===== config.mk =====
export PLATFORM = sky130hd
export DESIGN_NAME = ahb_master
export DESIGN_NICKNAME = d
export VERILOG_FILES = /design/src/rtl/ahb_pkg.sv /design/src/rtl/ahb_master_watchdog.sv /design/src/rtl/ahb_master.sv
export SDC_FILE = /design/constraint.sdc
export NUM_CORES = 1
export LEC_CHECK = 0
export ABC_AREA = 1
export BUFFER_PORTS_ARGS = -buffer_cell sky130_fd_sc_hd__buf_2
export CORE_ASPECT_RATIO = 0.75
export CORE_MARGIN = 2
export CORE_UTILIZATION = 49
export DETAILED_ROUTE_END_ITERATION = 8
export GPL_ROUTABILITY_DRIVEN = 1
export GPL_TIMING_DRIVEN = 0
export PLACE_DENSITY_LB_ADDON = 0.05
export SYNTH_ARGS = -nofsm -noshare
export SYNTH_HDL_FRONTEND = slang
export SYNTH_SLANG_ARGS = --single-unit

===== constraint.sdc =====
create_clock -name hclk -period 1.2 [get_ports hclk]
set_input_delay 0.06 -clock hclk [delete_from_list [all_inputs] [get_ports hclk]]
set_output_delay 0.06 -clock hclk [all_outputs]
set_load 0.03 [all_outputs]

===== src/rtl/ahb_pkg.sv =====
// ==== ahb_pkg: AHB-Lite transfer encodings shared by the initiator ====
// ==== Rev 1.0 ====
`default_nettype none

package ahb_pkg;

   typedef enum logic [1:0] {
      HTRANS_IDLE   = 2'b00,
      HTRANS_NONSEQ = 2'b10
   } htrans_e;

   localparam logic [2:0] HSIZE_BYTE    = 3'b000;
   localparam logic [2:0] HSIZE_HALF    = 3'b001;
   localparam logic [2:0] HSIZE_WORD    = 3'b010;
   localparam logic [2:0] HBURST_SINGLE = 3'b000;
   localparam logic       HRESP_OKAY    = 1'b0;
   localparam logic       HRESP_ERROR   = 1'b1;

endpackage

`default_nettype wire


===== src/rtl/ahb_master_watchdog.sv =====
// ==== ahb_master_watchdog: counts consecutive data-phase wait states, pulses on limit ====
// ==== Rev 1.0 ====
`default_nettype none

module ahb_master_watchdog #(
   parameter int TIMEOUT = 255
) (
   input  logic hclk,
   input  logic hresetn,
   input  logic active_i,
   input  logic stall_i,
   output logic expire_o
);

   logic [7:0] cnt_q;
   logic [7:0] cnt_d;

   always_comb begin
      expire_o = active_i && stall_i && (cnt_q == 8'(TIMEOUT - 1));
      cnt_d    = '0;
      // Restart after expiry so the next data phase gets a full budget.
      if (active_i && stall_i && !expire_o) begin
         cnt_d = cnt_q + 8'd1;
      end
   end

   always_ff @(posedge hclk or negedge hresetn) begin
      if (!hresetn) begin
         cnt_q <= '0;
      end else begin
         cnt_q <= cnt_d;
      end
   end

endmodule

`default_nettype wire


===== src/rtl/ahb_master.sv =====
// ==== ahb_master: pipelined AHB-Lite initiator; AHB_MASTER_TIMEOUT_EN adds a wait-state watchdog ====
// ==== Rev 1.0 ====
`default_nettype none

module ahb_master
   import ahb_pkg::*;
#(
   parameter int ADDR_W  = 32,
   parameter int DATA_W  = 32,
   parameter int TIMEOUT = 255
) (
   input  logic              hclk,
   input  logic              hresetn,
   input  logic              cmd_valid,
   output logic              cmd_ready,
   input  logic              cmd_write,
   input  logic [ADDR_W-1:0] cmd_addr,
   input  logic [2:0]        cmd_size,
   input  logic [DATA_W-1:0] cmd_wdata,
   output logic              rsp_valid,
   output logic [DATA_W-1:0] rsp_rdata,
   output logic              rsp_err,
   output logic [ADDR_W-1:0] haddr,
   output logic [1:0]        htrans,
   output logic              hwrite,
   output logic [2:0]        hsize,
   output logic [2:0]        hburst,
   output logic [DATA_W-1:0] hwdata,
   input  logic [DATA_W-1:0] hrdata,
   input  logic              hready,
   input  logic              hresp
);

   logic              a_valid_q, a_valid_d;
   logic [ADDR_W-1:0] a_addr_q,  a_addr_d;
   logic              a_write_q, a_write_d;
   logic [2:0]        a_size_q,  a_size_d;
   logic [DATA_W-1:0] a_wdata_q, a_wdata_d;
   logic              d_valid_q, d_valid_d;
   logic              d_write_q, d_write_d;
   logic [DATA_W-1:0] d_wdata_q, d_wdata_d;
   logic              cancel_q,  cancel_d;
   logic              rsp_valid_q, rsp_valid_d;
   logic [DATA_W-1:0] rsp_rdata_q, rsp_rdata_d;
   logic              rsp_err_q,   rsp_err_d;

   logic accept;
   logic a_fire;
   logic d_done;
   logic expire;

`ifdef AHB_MASTER_TIMEOUT_EN
   ahb_master_watchdog #(
      .TIMEOUT (TIMEOUT)
   ) u_watchdog (
      .hclk     (hclk),
      .hresetn  (hresetn),
      .active_i (d_valid_q),
      .stall_i  (!hready),
      .expire_o (expire)
   );
`else
   assign expire = 1'b0;
`endif

   // cancel_q blanks the pending address phase for one cycle after an
   // ERROR first cycle or a local timeout; the command stays in A.
   assign cmd_ready = hready && !cancel_q;
   assign htrans    = (a_valid_q && !cancel_q) ? HTRANS_NONSEQ : HTRANS_IDLE;
   assign haddr     = a_addr_q;
   assign hwrite    = a_write_q;
   assign hsize     = a_size_q;
   assign hburst    = HBURST_SINGLE;
   assign hwdata    = d_wdata_q;
   assign rsp_valid = rsp_valid_q;
   assign rsp_rdata = rsp_rdata_q;
   assign rsp_err   = rsp_err_q;

   always_comb begin
      accept      = cmd_valid && cmd_ready;
      a_fire      = a_valid_q && !cancel_q && hready;
      d_done      = d_valid_q && hready;

      a_valid_d   = a_valid_q;
      a_addr_d    = a_addr_q;
      a_write_d   = a_write_q;
      a_size_d    = a_size_q;
      a_wdata_d   = a_wdata_q;
      d_valid_d   = d_valid_q;
      d_write_d   = d_write_q;
      d_wdata_d   = d_wdata_q;
      rsp_rdata_d = rsp_rdata_q;

      if (accept) begin
         a_valid_d = 1'b1;
         a_addr_d  = cmd_addr;
         a_write_d = cmd_write;
         a_size_d  = cmd_size;
         a_wdata_d = cmd_wdata;
      end else if (a_fire) begin
         a_valid_d = 1'b0;
      end

      if (a_fire) begin
         d_valid_d = 1'b1;
         d_write_d = a_write_q;
         d_wdata_d = a_wdata_q;
      end else if (d_done || expire) begin
         d_valid_d = 1'b0;
      end

      rsp_valid_d = d_done || expire;
      rsp_err_d   = (d_done && (hresp == HRESP_ERROR)) || expire;
      if (d_done) begin
         rsp_rdata_d = d_write_q ? '0 : hrdata;
      end else if (expire) begin
         rsp_rdata_d = '0;
      end

      cancel_d = (d_valid_q && (hresp == HRESP_ERROR) && !hready) || expire;
   end

   always_ff @(posedge hclk or negedge hresetn) begin
      if (!hresetn) begin
         a_valid_q   <= 1'b0;
         a_addr_q    <= '0;
         a_write_q   <= 1'b0;
         a_size_q    <= '0;
         a_wdata_q   <= '0;
         d_valid_q   <= 1'b0;
         d_write_q   <= 1'b0;
         d_wdata_q   <= '0;
         cancel_q    <= 1'b0;
         rsp_valid_q <= 1'b0;
         rsp_rdata_q <= '0;
         rsp_err_q   <= 1'b0;
      end else begin
         a_valid_q   <= a_valid_d;
         a_addr_q    <= a_addr_d;
         a_write_q   <= a_write_d;
         a_size_q    <= a_size_d;
         a_wdata_q   <= a_wdata_d;
         d_valid_q   <= d_valid_d;
         d_write_q   <= d_write_d;
         d_wdata_q   <= d_wdata_d;
         cancel_q    <= cancel_d;
         rsp_valid_q <= rsp_valid_d;
         rsp_rdata_q <= rsp_rdata_d;
         rsp_err_q   <= rsp_err_d;
      end
   end

endmodule

`default_nettype wire


# Yosys cells after proc, flatten, opt, wreduce, memory -nomap -nowiden
# Index checks and enable logic that the tools add are counted.
# Widths: inputs -> output; s select.
# word_totals
n_memories	0
in_bits	105
mem_bits_rw	0
mem_bits_ro	0
out_inout_bits	108
word_cells	30
register_bits	138
latch_bits	0
# classes
n_mux	6
reduce_logical	12
n_eq_ne	0
shifts	0
n_div	0
magnitude_cmp	0
n_mul	0
bitwise_logic	0
add_sub_neg	0
# op_table
operator	count
$mux 32	1
$logic_and 1x1->1	8
$mux 1	4
$reduce_bool 2->1	2
$logic_not 1->1	2
$mux 2	1

# Longest topological paths before layout
# Gate-level depths: netlist of the first run.
# logic_depth
depth_word	5
mapped_depth	6
ltp_nobuf	4

# Least setup slack after synthesis of the first run
# OpenSTA, ideal clock, no wires.
# synth_timing
path_kind	register -> output
start	register a_valid_q
end	output htrans[1]
setup_slack_ps	43
stages_incl_launch_ff	5
n_path_buf	2
arrival_ps	1097
cell_sequence	dfrtp_1 -> buf_2 -> buf_2 -> inv_1 -> nor2_1
# synth_between
elab_chain_len	2
# synth_lines
item	line_no	source
start, declared	ahb_master.sv:34	logic a_valid_q, a_valid_d;
start signal, assigned	ahb_master.sv:138	a_valid_q <= a_valid_d;
$logic_and 1x1->1	ahb_master.sv:69	assign htrans = (a_valid_q && !cancel_q) ? HTRANS_NONSEQ : HTRANS_IDLE;
$mux 2	ahb_master.sv:69	
end, declared	ahb_master.sv:24	output logic [1:0] htrans,
# Every way passes these cells.

# Worst setup path after layout of the first run
# layout_timing
start	register cancel_q
end	register a_addr_q[18], in the netlist haddr[18]
# layout_between
elab_chain_len	3
# layout_lines
item	line_no	source
start, declared	ahb_master.sv:42	logic cancel_q, cancel_d;
start signal, assigned	ahb_master.sv:146	cancel_q <= cancel_d;
$logic_not 1->1	ahb_master.sv:68	assign cmd_ready = hready && !cancel_q;
$logic_and 1x1->1	ahb_master.sv:68	
$logic_and 1x1->1	ahb_master.sv:80	accept = cmd_valid && cmd_ready;
end signal, assigned	ahb_master.sv:139	a_addr_q <= a_addr_d;
end, declared	ahb_master.sv:35	logic [ADDR_W-1:0] a_addr_q, a_addr_d;
# Every way passes these cells.
# A chain may end at the register's enable or synchronous reset.

==> results.txt, run 1 <==
- Outcome: finished, violations left
- The final reports fail on setup timing.
- Crit path max fanout: 14
* Post-synthesis cell type with the largest combined area: sky130_fd_sc_hd__dfrtp_1
- Of the available clock period, the critical path in the final layout requires 107%.
- Number of placed I/O pins: 213
* Starting Density: 49.7%
* Antenna diode count: 0
- Subtracting the final worst setup slack from the clock period gives 1.29 ns.
- TritonCTS built the clock tree.
* Post-DP HPWL: 10.9 mm
* Post-synth ARST share: 100%
- Total power for the finished layout comes to 0.0166 W.
- The number of different library cells used by synthesis comes to 17.
* Buffers from clock root to sink, at most: 2
- Worst-Margin Slew: 0.525 ns
- Fraction of final layout cells sized beyond drive strength 1: 35.6%
- Number of synthesized flops with an enable pin: 0
- Post-synth top cells: sky130_fd_sc_hd__nand2_1 (269), sky130_fd_sc_hd__dfrtp_1 (138), sky130_fd_sc_hd__nand4_1 (101)
- The clock arrives with 0.00974 ns of skew.
* Clock tree root driver cell: sky130_fd_sc_hd__clkbuf_16
- Worst setup path startpoint: cancel_q
- For this run, the number of Yosys warnings is 0.
- Core outline area: 11500 sq um
- Global routing finished with a remaining overflow of 0.
- Die outline width: 129 microns
- Post-layout net count: 1066
- Across the run, the number of max-cap violations was 0.
* Proportion of synthesized chip area in sequential cells: 60.5%
- H-tree lvl count: 4
- For the worst setup path, the data required time is 1.50 ns.
- Port buffer count: 206
- Setup repair after global routing missed its margin: yes
- The final hold violation count came to 0.
- After filler insertion, the fill cell instance count of the layout stands at 806.
- Setup violations remaining at the end of the flow were counted as 103.
- Launch point of the worst reg-to-reg path: cancel_q
- Cell Area, Placed: 6960 sq um
- In the final timing run, aggregate negative setup slack is -4.12 ns.
* Count of state elements after synthesis: 138
* First-iteration detailed-routing DRC count: 487
- The count of nets left with antenna violations once routing finished came out at 0.
* Vias per Instance: 5.21
- TritonCTS buffer count: 17
* Cell types with the largest area share after synthesis: sky130_fd_sc_hd__dfrtp_1 (61%), sky130_fd_sc_hd__nand2_1 (18%), sky130_fd_sc_hd__nand4_1 (11%)
- Cell Rows: 34
- Summed over its instances, the top area cell type makes up 60.5% of the synthesized netlist area.
- Area of the die: 12500 sq um
* Final wirelength: 17.8 mm
- Most used flip-flop cell after synthesis: sky130_fd_sc_hd__dfrtp_1
* Most frequently used cell type in the post-synthesis netlist: sky130_fd_sc_hd__nand2_1
- The detailed router placed 5820 vias in this run.
* Area overhead of the layout relative to synthesis: 57.9%
- In the routed design, unresolved DRC markers number 0.
- Maximum clock frequency: 776 MHz
- The first global-routing pass estimated 28.2 mm of wire.
* Slew Limit Fails: 0
* Final routed wire length divided by cell count: 16.0 microns
- Maximum number of pins on one net before global-route repair: 103
- Post-synthesis average cell area: 9.29 sq um
* IR drop worst, VDD: 0.00118 V
* Design area: 9010 sq um
- For the worst-skew pair, the clock arrives at the later sink with an insertion delay of 0.41 ns.
* Mapped Cells: 614
- The congestion estimate from routability-driven global placement came to 0.839.
- Clock tree synthesis found a total of 138 sinks.
- Headroom to the max-slew limit came out at 65.0%.
* Initial DRT Pass Iterations: 5
* Nature of the critical path startpoint: register
* Storage cell area: 3450 sq um
* Type of the most critical hold path: in -> async
- STA classifies the critical path endpoint as a register.
* Number of antenna violations at the first check in global routing: 0
- The multi-input combinational cells in the finished layout cover a total of 1970 sq um.
- The worst setup path is of the reg -> reg kind.
* Critical path arrival: 1.59 ns
* Post-route setup slack: -0.0881 ns
- DIE HEIGHT: 97.5 microns
- Post-synthesis instance area: 5710 sq um
- Number of global-route vias before repair: 5695
- Clock-pin slew was measured on the worst setup and hold paths at 0.06 ns.
* Leakage: 4.88 nW
- Power spread over the standard cell area amounts to 1840 nW/um^2.
* Aggregate global-route resource usage: 28.7%
==> final cells by class <==
class                           count  share of cell area [%]
Timing Repair Buffer              327                    25.2
Sequential cell                   138                    38.3
Multi-Input combinational cell    413                    21.8
Clock inverter                     11                    1.90
Tap cell                          144                    2.00
Buffer                             57                    5.44
Clock buffer                       20                    4.96
Inverter                            7                   0.319
==> registers in the layout, summed over array words and instances (netlist names) <==
signal and count:
a_valid_q 1, haddr 32, rsp_err 1, hsize 3
cancel_q 1, d_write_q 1, hwrite 1, d_valid_q 1
rsp_valid 1, rsp_rdata 32, hwdata 32, a_wdata_q 32
==> cells in the final DEF, fill, tap and decap left out <==
| master | synthesis | final |
|---|---|---|
| sky130_fd_sc_hd__nand3_4 | 1 | 2 |
| sky130_fd_sc_hd__buf_8 | 0 | 1 |
| sky130_fd_sc_hd__buf_2 | 32 | 216 |
| sky130_fd_sc_hd__nor2_1 | 2 | 1 |
| sky130_fd_sc_hd__clkinv_4 | 0 | 3 |
| sky130_fd_sc_hd__dlygate4sd3_1 | 0 | 102 |
| sky130_fd_sc_hd__nand2_4 | 0 | 2 |
| sky130_fd_sc_hd__inv_2 | 1 | 2 |
| sky130_fd_sc_hd__nor2_4 | 0 | 1 |
| sky130_fd_sc_hd__buf_6 | 8 | 30 |
| sky130_fd_sc_hd__clkbuf_2 | 0 | 1 |
| sky130_fd_sc_hd__clkbuf_4 | 0 | 2 |
| sky130_fd_sc_hd__nor3_1 | 1 | 1 |
| sky130_fd_sc_hd__nand2_1 | 269 | 239 |
| sky130_fd_sc_hd__clkinvlp_4 | 0 | 2 |
| sky130_fd_sc_hd__buf_12 | 0 | 1 |
| sky130_fd_sc_hd__bufinv_16 | 0 | 4 |
| sky130_fd_sc_hd__o21ai_1 | 6 | 8 |
| sky130_fd_sc_hd__clkbuf_8 | 0 | 1 |
| sky130_fd_sc_hd__dfrtp_1 | 138 | 138 |
| sky130_fd_sc_hd__buf_4 | 13 | 27 |
| sky130_fd_sc_hd__nand2_2 | 1 | 29 |
| sky130_fd_sc_hd__o21ai_0 | 27 | 25 |
| sky130_fd_sc_hd__clkbuf_16 | 0 | 17 |
| sky130_fd_sc_hd__inv_4 | 0 | 1 |
| sky130_fd_sc_hd__clkbuf_1 | 6 | 4 |
| sky130_fd_sc_hd__clkinv_2 | 0 | 2 |
| sky130_fd_sc_hd__inv_1 | 6 | 4 |
| sky130_fd_sc_hd__conb_1 | 1 | 4 |
| sky130_fd_sc_hd__nand4_1 | 101 | 101 |
| sky130_fd_sc_hd__buf_16 | 0 | 2 |
==> critical path, stage by stage, from the launching register on <==
cell and delay [ns]:
sky130_fd_sc_hd__dfrtp_1 0.40, sky130_fd_sc_hd__inv_2 0.09, sky130_fd_sc_hd__buf_6 0.12, sky130_fd_sc_hd__nand3_4 0.20, sky130_fd_sc_hd__buf_12 0.24, sky130_fd_sc_hd__nand2_2 0.08, sky130_fd_sc_hd__nand2_1 0.05
==> logic make-up (layout without fill, tap and decap cells) <==
| family | count (synthesis) | after routing | synth area share (%) |
|---|---|---|---|
| and+or+nand+nor | 376 | 376 | 29.6 |
| DFF | 138 | 138 | 60.5 |
| buffers and inverters | 66 | 422 | 6.95 |
| AOI/OAI and AO/OA | 33 | 33 | 2.89 |
| other | 1 | 4 | 0.0657 |
==> routing by layer <==
metal | GRT usage (%) | routed length, microns | vias up
met5 | 0 | 0 | -
met4 | 10.8 | 342 | 0
met3 | 6.83 | 1110 | 36
met2 | 46.1 | 8690 | 243
met1 | 38.2 | 7680 | 2804
li1 | - | - | 2737
==> path summary, 6_finish.rpt <==
path	end	slack (ns)	cells past startpoint
setup reg to reg	haddr[18]	-0.09	6
setup / recovery	haddr[18]	-0.09	6
min in group hclk	d_write_q	0.15	4
hold reg to reg	hwdata[16]	0.46	2
max in group asynchronous	rsp_rdata[10]	0.28	3
hold / removal	hwdata[11]	0.11	2
==> what timing repair did <==
action,4_1_cts,5_1_grt
setup endpoints to repair,99,115
gates cloned,1,3
setup buffers,9,5
gates resized for setup,40,67
hold buffers,102,0
endpoints found under the hold margin,149,0
pin swaps,0,1
==> through the flow <==
stage	hold WS [ns]	cells	setup WS [ns]	util, %
floorplan	-0.236	617	0.0425	-
global placement	0.308	967	-1.77	60.3
detailed placement	-0.0208	968	-0.0625	60.6
CTS	0.0787	1110	-0.0923	76.6
global route	0.148	1117	-0.134	78.4
finish	0.110	1117	-0.0881	78.4
==> report_power, final <==
part           switching, W  internal (W)
sequential         0.000576       0.00563
combinational       0.00326       0.00166
clock               0.00196       0.00352
No activity file was read; power rests on OpenSTA's default activity.
==> run 2, diff against run 1 <==
--- a/config.mk
+++ b/config.mk
@@ -8,7 +8,6 @@
 export ABC_AREA = 1
 export BUFFER_PORTS_ARGS = -buffer_cell sky130_fd_sc_hd__buf_2
 export CORE_ASPECT_RATIO = 0.75
-export CORE_MARGIN = 2
 export CORE_UTILIZATION = 49
 export DETAILED_ROUTE_END_ITERATION = 8
 export GPL_ROUTABILITY_DRIVEN = 1
@@ -17,3 +16,4 @@
 export SYNTH_ARGS = -nofsm -noshare
 export SYNTH_HDL_FRONTEND = slang
 export SYNTH_SLANG_ARGS = --single-unit
+export TNS_END_PERCENT = 10
==> constraint.sdc (replaced) <==
create_clock -name hclk -period 1.2 [get_ports hclk]
set_input_delay 0.18 -clock hclk [delete_from_list [all_inputs] [get_ports hclk]]
set_output_delay 0.18 -clock hclk [all_outputs]
set_load 0.03 [all_outputs]
==> results.txt, run 2 (synthesis gave the netlist of run 1 again) <==
- Outcome: finished, violations left
- The checks that failed: setup timing.
* Maximum number of pins on one net before global-route repair: 82 (-20%)
- Clock tree from TritonCTS: built
* Storage cell area: 3450 sq um (unchanged)
* DIE HEIGHT: 95.5 microns (-2.1%)
* Final wirelength: 15.7 mm (-12%)
- Buffers from clock root to sink, at most: 2 (unchanged)
* Classification of the worst setup path: reg -> out
- Post-route setup slack: -0.193 ns (-0.105 ns)
- Core outline area: 11100 sq um (-2.9%)
- The part of the power in the clock network came to 36.6% (+3.6 points).
- The setup clock skew after layout is 0.00778 ns (-0.00196 ns).
- The power spent charging and discharging nets was 0.00564 W (-2.8%).
* Crit path max fanout: 2 (-12)
- Data required time of the critical path: 1.02 ns (-0.48 ns)
- Design area: 8000 sq um (-11%)
- STA classifies the critical path endpoint as an output port.
- The detailed placer's ending HPWL is 10.9 mm (about the same).
- The global-route wire length before repair came to 24.3 mm (-14%).
- Vias per Instance: 5.20 (-0.12%)
* Antenna diode count: 0 (unchanged)
* Internal power: 0.0113 W (+4.1%)
- Leaving out fill and tap cells, the most frequent cell in the layout is sky130_fd_sc_hd__nand2_1.
- Worst slew margin: 59.9% (-5.1 points)
- Grt total ovfl: 0 (unchanged)
- Part of the power in registers: 36.5% (-0.8 points)
- The cell sitting at the root of the clock tree is a sky130_fd_sc_hd__clkbuf_16.
* Cell Rows: 33 (-2.9%)
- The static leakage came to 4.47 nW (-8.4%).
* Aggregate global-route resource usage: 26.5% (-2.3 points)
- The final period demand of the worst path is 1.39 ns (+0.105 ns).
- The horizontal die dimension came to 127 microns (-1.6%).
- The H-tree level count was 4 (unchanged).
- Post-layout net count: 962 (-9.8%)
* Slowest cell on crit path: sky130_fd_sc_hd__dfrtp_1
- The iteration count of the initial detailed-routing pass is 5 (unchanged).
- Worst-Margin Slew: 0.602 ns (+0.0768 ns)
- The ratio of final minimum period to clock period was 116% (+8.7 points).
- Number of placed I/O pins: 213 (unchanged)
- The final-report setup violation count is 70 (-32%).
- The final hold violation count was 0 (unchanged).
- Area overhead of the layout relative to synthesis: 40.2%
* Chain of cells forming the critical path: inv_2 > buf_6 > nand2_4 > inv_2 > buf_6
- Port buffer count: 206 (unchanged)
* Count of unresolved DRC violations after routing: 0 (unchanged)
- The number of maximum-capacitance constraint violations was 0 (unchanged).
* Combined area of the multi-input logic cells: 1920 sq um (-2.7%)
- Number of global-route vias before repair: 4843 (-15%)
* Proportion of power drawn by combinational gates: 26.9% (-2.8 points)
- Maximum single-stage delay on the critical path: 0.40 ns (about the same)
- DP Cell Count: 964 (-0.41%)
- Setup repair after global routing missed its margin: yes
- The residual antenna-violating net count after detailed routing is 0 (unchanged).
* TritonCTS buffer count: 17 (unchanged)
- Family with the most delay on the worst path: flip-flops
- The initial core utilization was 51.2% (+1.5 points).
- The number of buffers and inverters on the critical path was 4 (+1).
- The maximum frequency from static timing analysis is 718 MHz (-7.5%).
- Cell Area, Placed: 6960 sq um (about the same)
- The routed length per placed instance is 15.6 microns (-2.3%).
- Routability congestion estimate: 0.825 (-1.6%)
- Nature of the critical path startpoint: register
- Power per cell area: 2110 nW/um^2 (+15%)
* Fraction of final layout cells sized beyond drive strength 1: 36.8% (+1.2 points)
- The worst IR drop on VDD is 0.00105 V (-10%).
- The number of max-slew violations in the final report was 0 (unchanged).
* Design Power: 0.0169 W (+1.7%)
- Critical path arrival: 1.21 ns (-0.38 ns)
- Vias post-DR: 5256 (-9.7%)
* Sinks on Clock Net: 138 (unchanged)
- The path class of the tightest hold or removal check is in -> reg.
- Clock insertion delay at the later pin of the skew report: 0.41 ns (about the same)
* Commonest cells after routing, fill and taps aside: sky130_fd_sc_hd__nand2_1 (258), sky130_fd_sc_hd__buf_2 (214), sky130_fd_sc_hd__dfrtp_1 (138)
- Number of antenna violations at the first check in global routing: 0 (unchanged)
- The fraction of power spent switching nets was 33.4% (-1.5 points).
- The clock-pin slew reported for the worst setup and hold paths after clock tree synthesis was 0.06 ns (about the same).
- Area of the die: 12100 sq um (-3.6%)
- First-iteration detailed-routing DRC count: 306 (-37%)
- The number of inserted filler cells in the final layout was 834 (+3.5%).
- The final standard cell count with taps included and fillers excluded came to 1010 (-9.6%).
[run 2: path summary, 6_finish.rpt]
path                             from             to  slack, ns  cells after the start
max reg2reg                  cancel_q      haddr[16]      -0.15                      8
min reg2reg                 haddr[22]      haddr[22]       0.46                      2
max                          cancel_q      cmd_ready      -0.19                      5
min in group asynchronous     hresetn      hwdata[7]       0.34                      2
max in group asynchronous     hresetn      haddr[27]       0.16                      3
min                        hrdata[24]  rsp_rdata[24]       0.01                      3
[run 2: timing repair]
action,4_1_cts,5_1_grt
buffers inserted,6,3
endpoints found under the setup margin,63,165
gates resized for setup,27,52
cloned,0,1
hold buffers,5,0
hold endpoints to repair,84,0
[run 2: cell type report]
class	count	area share, %
clock inverter	11	3.00
clock buffer	21	5.76
inverter	7	0.328
tap	140	2.19
timing repair buffer	222	15.8
sequential	138	43.2
multi-input combinational	413	23.9
buffer	58	5.82
[run 2: tightest hold or removal path: cells and delay by family]
| family | cells | cell delay, ns |
|---|---|---|
| simple gates | 1 | 0.05 |
| buf+inv | 1 | 0.09 |
| compound gates | 1 | 0.06 |
[run 2: power by group through the flow]
stage | Clock, W | Sequential, W | Combinational, W
after floorplan | 0 | 0.00778 | 0.00125
after global placement | 0 | 0.00615 | 0.00428
after detailed placement | 0 | 0.00620 | 0.00438
after CTS | 0.00625 | 0.00614 | 0.00447
after global routing | 0.00648 | 0.00627 | 0.00491
final | 0.00619 | 0.00616 | 0.00454
[run 2: per-stage QoR]
step	setup TNS, ns	util (%)	worst slack, ns	hold WS, ns
final	-3.89	71.8	-0.193	0.0138
after global routing	-10.07	71.8	-0.229	0.00684
after CTS	-0.723	70.2	-0.189	0.00153
after detailed placement	-0.865	62.4	-0.114	0.269
after global placement	-253.15	62.1	-1.84	0.430
after floorplan	0	-	0.0482	-0.116
[run 2: layer usage]
layer | part of all wire [%] | vias to the layer above | GRT usage [%]
met2 | 47 | 175 | 42.1
li1 | - | 2528 | -
met5 | 0 | - | 0
met3 | 7.4 | 13 | 7.91
met4 | 0.97 | 0 | 8.84
met1 | 44 | 2540 | 35.0
